<file path="config.mk">
export PLATFORM = sky130hd
export DESIGN_NAME = serializador_de_palavra
export DESIGN_NICKNAME = d
export VERILOG_FILES = /design/src/rtl/serial_pkg.sv /design/src/rtl/serializador_de_palavra_buffer.sv /design/src/rtl/serializador_de_palavra.sv
export SDC_FILE = /design/constraint.sdc
export NUM_CORES = 1
export LEC_CHECK = 0
export CELL_PAD_IN_SITES_DETAIL_PLACEMENT = 0
export CELL_PAD_IN_SITES_GLOBAL_PLACEMENT = 1
export CORE_ASPECT_RATIO = 0.9
export CORE_MARGIN = 2
export CORE_UTILIZATION = 35
export DETAILED_ROUTE_END_ITERATION = 8
export PLACE_DENSITY_LB_ADDON = 0.1
export SYNTH_ARGS = -nofsm -noshare
export SYNTH_HDL_FRONTEND = slang
export SYNTH_HIERARCHICAL = 1
export SYNTH_SLANG_ARGS = --single-unit
</file>
<file path="constraint.sdc">
create_clock -name clk -period 2 [get_ports clk]
set_input_delay 0.4 -clock clk [delete_from_list [all_inputs] [get_ports clk]]
set_output_delay 0.4 -clock clk [all_outputs]
set_load 0.005 [all_outputs]
</file>
<file path="src/rtl/serial_pkg.sv">
`default_nettype none
// ============================================================================
// Package     : serial_pkg
// Description : Shared definitions for the word serializer and for the
//               downstream serial-in/parallel-out shift register it feeds.
//               Both sides must use the same NBITS_DATA.
// Revision    : 1.0 - initial release
// ============================================================================
package serial_pkg;

  // Word width. It must match the downstream register width and be >= 2.
  localparam int NBITS_DATA = 4;
  // Width of the bit counter. Derived from NBITS_DATA; do not override.
  localparam int CNT_W      = $clog2(NBITS_DATA);

  typedef logic [NBITS_DATA-1:0] word_t;

  typedef enum logic [0:0] {
    IDLE  = 1'b0,
    SHIFT = 1'b1
  } state_t;

endpackage : serial_pkg
`default_nettype wire

</file>
<file path="src/rtl/serializador_de_palavra_buffer.sv">
`default_nettype none
// ============================================================================
// Module      : buffer_palavra
// Description : One-entry holding register for a word. It is written by
//               push_i and emptied by pop_i. The owner guarantees that push_i
//               is only asserted while the buffer is empty.
// Ports       : clk     - system clock
//               reset   - asynchronous active-low reset
//               push_i  - store data_i and mark the buffer full
//               pop_i   - release the stored word
//               data_i  - word to store
//               data_o  - stored word
//               full_o  - buffer holds a word
// Revision    : 1.0 - initial release
// ============================================================================
module buffer_palavra
  import serial_pkg::*;
(
  input  logic  clk,
  input  logic  reset,
  input  logic  push_i,
  input  logic  pop_i,
  input  word_t data_i,
  output word_t data_o,
  output logic  full_o
);

  word_t data_q;
  logic  full_q;

  always_ff @(posedge clk or negedge reset) begin
    if (!reset) begin
      data_q <= '0;
      full_q <= 1'b0;
    end else begin
      if (push_i) begin
        data_q <= data_i;
        full_q <= 1'b1;
      end else if (pop_i) begin
        full_q <= 1'b0;
      end
    end
  end

  assign data_o = data_q;
  assign full_o = full_q;

endmodule : buffer_palavra
`default_nettype wire

</file>
<file path="src/rtl/serializador_de_palavra.sv">
`default_nettype none
// ============================================================================
// Module      : serializador_de_palavra
// Description : Accepts parallel words over a valid/ready handshake and sends
//               them out one bit per clock, LSB first. Each word ends up in
//               the downstream shift register with word bit i at
//               data_out[i]. A one-entry holding buffer lets words stream
//               back to back without gaps. word_aligned pulses for one cycle
//               while the downstream register holds a complete word.
// Ports       : clk          - system clock, rising edge
//               reset        - asynchronous active-low reset
//               in_data      - parallel word to transmit
//               in_valid     - in_data is valid
//               in_ready     - a word can be accepted this cycle
//               serial_out   - serial bit (downstream data_in)
//               serial_valid - serial_out carries a word bit
//               word_aligned - downstream register holds the last word
//               busy         - shifter or holding buffer is occupied
// Revision    : 1.0 - initial release
// ============================================================================
module serializador_de_palavra
  import serial_pkg::*;
(
  input  logic                  clk,
  input  logic                  reset,
  input  logic [NBITS_DATA-1:0] in_data,
  input  logic                  in_valid,
  output logic                  in_ready,
  output logic                  serial_out,
  output logic                  serial_valid,
  output logic                  word_aligned,
  output logic                  busy
);

  localparam logic [CNT_W-1:0] CNT_ONE  = CNT_W'(1);
  localparam logic [CNT_W-1:0] CNT_LAST = CNT_W'(NBITS_DATA - 1);

  state_t           state_q;
  word_t            shifter_q;
  logic [CNT_W-1:0] cnt_q;
  logic             serial_out_q;
  logic             serial_valid_q;
  logic             word_aligned_q;

  word_t            hold_data;
  logic             hold_full;

  logic             xfer;
  logic             last_bit;
  logic             hold_push;
  logic             hold_pop;

  // Ready depends only on registered state, never on in_valid.
  assign in_ready  = !hold_full;
  assign xfer      = in_valid && in_ready;
  assign last_bit  = (state_q == SHIFT) && (cnt_q == CNT_LAST);
  // Words arriving mid-word are parked. On the last-bit edge the word
  // bypasses the buffer straight into the shifter instead.
  assign hold_push = xfer && (state_q == SHIFT) && !last_bit;
  assign hold_pop  = last_bit && hold_full;

  buffer_palavra u_hold (
    .clk    (clk),
    .reset  (reset),
    .push_i (hold_push),
    .pop_i  (hold_pop),
    .data_i (in_data),
    .data_o (hold_data),
    .full_o (hold_full)
  );

  always_ff @(posedge clk or negedge reset) begin
    if (!reset) begin
      state_q        <= IDLE;
      shifter_q      <= '0;
      cnt_q          <= '0;
      serial_out_q   <= 1'b0;
      serial_valid_q <= 1'b0;
      word_aligned_q <= 1'b0;
    end else begin
      // The downstream register samples bit N-1 on the last-bit edge, so the
      // strobe appears in the cycle that follows that edge.
      word_aligned_q <= last_bit;
      case (state_q)
        IDLE: begin
          if (xfer) begin
            state_q        <= SHIFT;
            shifter_q      <= in_data;
            cnt_q          <= '0;
            serial_out_q   <= in_data[0];
            serial_valid_q <= 1'b1;
          end
        end
        SHIFT: begin
          if (!last_bit) begin
            shifter_q    <= shifter_q >> 1;
            serial_out_q <= shifter_q[1];
            cnt_q        <= cnt_q + CNT_ONE;
          end else if (hold_full) begin
            shifter_q    <= hold_data;
            serial_out_q <= hold_data[0];
            cnt_q        <= '0;
          end else if (xfer) begin
            shifter_q    <= in_data;
            serial_out_q <= in_data[0];
            cnt_q        <= '0;
          end else begin
            state_q        <= IDLE;
            shifter_q      <= '0;
            cnt_q          <= '0;
            serial_out_q   <= 1'b0;
            serial_valid_q <= 1'b0;
          end
        end
        default: state_q <= IDLE;
      endcase
    end
  end

  assign serial_out   = serial_out_q;
  assign serial_valid = serial_valid_q;
  assign word_aligned = word_aligned_q;
  assign busy         = (state_q == SHIFT) || hold_full;

endmodule : serializador_de_palavra
`default_nettype wire

</file>
==> results.md <==
* Io pins at 12
* Placed cell areas at 819.5 sq um
* Worst Setup End Kind: primary output
* Most frequent cells in the layout: 14 x dfrtp_1, 11 x clkdlybuf4s50_1, 9 x nand2_1
* CP Class: reg -> out
* PortBufs at 11
* GRT Total Usage at 0.1574
* Leak at 0.3636 nW
* DRC viols at 0
* Worst vdd ir at 0.5736 mV
* TritonCTS clock tree: done
* Number of DRC markers in iteration 0 at 21
* Core Box Area at 1717 sq um
* Die area at 2232 sq um
* Area grow syn2layout at 28.68%
* First-pass GRT wire length at 2608 microns
* DR vias at 545
* Die X-Extent at approximately 50 microns
* Vias in the first global route at 555
* Maxcap violations at 0
* Clk_lat worst skew at around 0.27 ns
* Post-layout util at 0.4905
* Fin Setup TNS at 0 ns
* Crit path max fanout at 7
* Layout cells sized above 1 at 0.2152
* RSZ-0062 raised after global routing: no
* Initial antenna violation count at 0
* Antenna Nets Post-Route at 0
* Die H at 45.02 microns
* Synthesized area at 654.4 sq um
* Number of setup violations in the final report at 0
* Synth Register Bits at 14
* Rows at 14
* Worst Path Buf+Inv at 2
* Fill cells at 182
* DR WL/cell at 13.85 microns
* Hpwl dp at 1012 microns
* Setup WS post-layout at 0.2664 ns
* Clk buf depth at 2
* Worst setup SP type: register
* Status: finished, final reports clean
* Synthesized instance count at 62
* Initial DRT Pass Iterations at 4
* Antenna cells at 0
* Worst path arrival time at 1.33 ns
* Hold_ws at 0.4981 ns
* Routed wire length at 1427 microns
* Reg clk slew, reported paths at approximately 0.080 ns
* # Post-CTS Setup Buffers at 0
* Non-Filler Instances at 103
* Reg2reg setup slack at 0.35 ns
* Min Tclk post-route at ~1.7 ns
* Register area share after synthesis at 0.5354
* Fmax at 576.8 MHz
* Max-slew headroom at 0.5737
* Final instance area at 842.1 sq um
* Routability cong. at between 0.7 and 0.8
* Clock skew at 0.005185 ns
* Grt ovf at 0
* Power, Total at 1.248 mW
* Max-slew violation count at 0
* Fin. Hold Viols at 0
* Slowest cell delay on critical path at 0.49 ns
* Final nets at 89
* Hold-fix buffers, CTS at 0
* DR vias/cell at 5.291
* Cts repair resizes at 0
* Tightest Pin Transition at 0.6375 ns
* Root Driver: clkbuf_4
* Inserted Clock Buffers at 3
* Placed Cells incl. Taps at 100
* Cell Pwr Density at 1482 nW/um^2
* Slowest-stage cell, CP: clkdlybuf4s50_1
* Crit path max-delay family: buffers and inverters
* Post-synthesis cell type count at 25
* Worst slack at placement at 0.1197 ns
* CTS HTree Levels at 1
* Critical path cell sequence: clkinv_4 > nand2_1 > clkdlybuf4s50_1
* Initial Util at 0.3812
* Crit path required time at 1.60 ns
* HP Class: reg -> reg
* Commonest non-fill, non-tap cell in the layout: dfrtp_1
* Syn. warnings at 6
* CTS Sinks at 14
* Largest net degree at the start of global routing at 15
* Syn avg cell area at 10.55 sq um
* Period utilization at 0.8668
* Net Count, Synth at 70
## worst reg2reg max path, stage by stage, from the launching register on
cell      delay [ns]
dfrtp_1         0.40
ha_1            0.31
nand2b_2        0.25
nor2_1          0.09
buf_4           0.15
mux2_2          0.33
## logic make-up (layout without fill, tap and decap cells)
logic type               after synthesis  count (layout)  synth area share
multiplexers                           4               4           0.06883
adder cells (fa/ha/maj)                1               1           0.01912
AO/OA/AOI/OAI                         11              11            0.1166
flip-flops                            14              14            0.5354
buffers and inverters                  4              21           0.03250
AND/OR/NAND/NOR                       28              28            0.2276
## power by group
part | switching (mW) | total (mW) | internal [mW]
clock network | 0.0857 | 0.155 | 0.0697
registers | 0.0690 | 0.486 | 0.417
logic | 0.281 | 0.606 | 0.325
## sequential cells by signal, indices dropped and copies added (netlist names)
signal	count
state_q	1
word_aligned	1
serial_valid	1
u_hold/data_o	4
cnt_q	2
shifter_q	3
serial_out	1
u_hold/full_o	1
## area by class of cell
type                            count  area, sq um  area share
Clock buffer                        3        22.52     0.02675
Tap cell                           24        30.03     0.03566
Sequential cell                    14        350.3      0.4160
Multi-Input combinational cell     44        282.8      0.3358
Timing Repair Buffer               15        140.1      0.1664
Inverter                            3        16.27     0.01932
## metal layers
| layer | GRT usage | share of wire | up-vias |
|---|---|---|---|
| li1 | - | - | 257 |
| met1 | 0.2156 | 0.48 | 264 |
| met2 | 0.2320 | 0.44 | 22 |
| met3 | 0.05960 | 0.066 | 2 |
| met4 | 0.05000 | 0.0070 | 0 |
| met5 | 0 | 0 | - |
## worst paths after layout
check,startpoint,to,cells after the start
max in group asynchronous,reset,cnt_q[1],1
max reg2reg,cnt_q[0],u_hold/data_o[1],5
min reg2reg,u_hold/data_o[3],shifter_q[3],2
min,u_hold/data_o[3],shifter_q[3],2
max,state_q,busy,3
min in group asynchronous,reset,word_aligned,1
## cells in the mapped netlist
cell | number | area share
a21oi_1 | 1 | 0.0076
and3_2 | 1 | 0.011
clkinv_4 | 1 | 0.013
buf_2 | 1 | 0.0076
o21ai_1 | 3 | 0.023
o22ai_1 | 1 | 0.0096
a21o_2 | 1 | 0.013
nand3_1 | 6 | 0.046
and2_2 | 1 | 0.011
mux2_2 | 4 | 0.069
nand2_1 | 9 | 0.052
a32o_1 | 1 | 0.015
o21ai_0 | 1 | 0.0076
nor3_1 | 3 | 0.023
nor2b_1 | 1 | 0.0096
and3b_1 | 1 | 0.013
ha_1 | 1 | 0.019
or2b_1 | 1 | 0.011
dfrtp_1 | 14 | 0.54
nand2b_2 | 1 | 0.013
nand2b_1 | 1 | 0.0096
and2b_4 | 1 | 0.015
a41oi_1 | 3 | 0.040
inv_1 | 2 | 0.011
nor2_1 | 2 | 0.011
(Power assumes the default switching activity.)
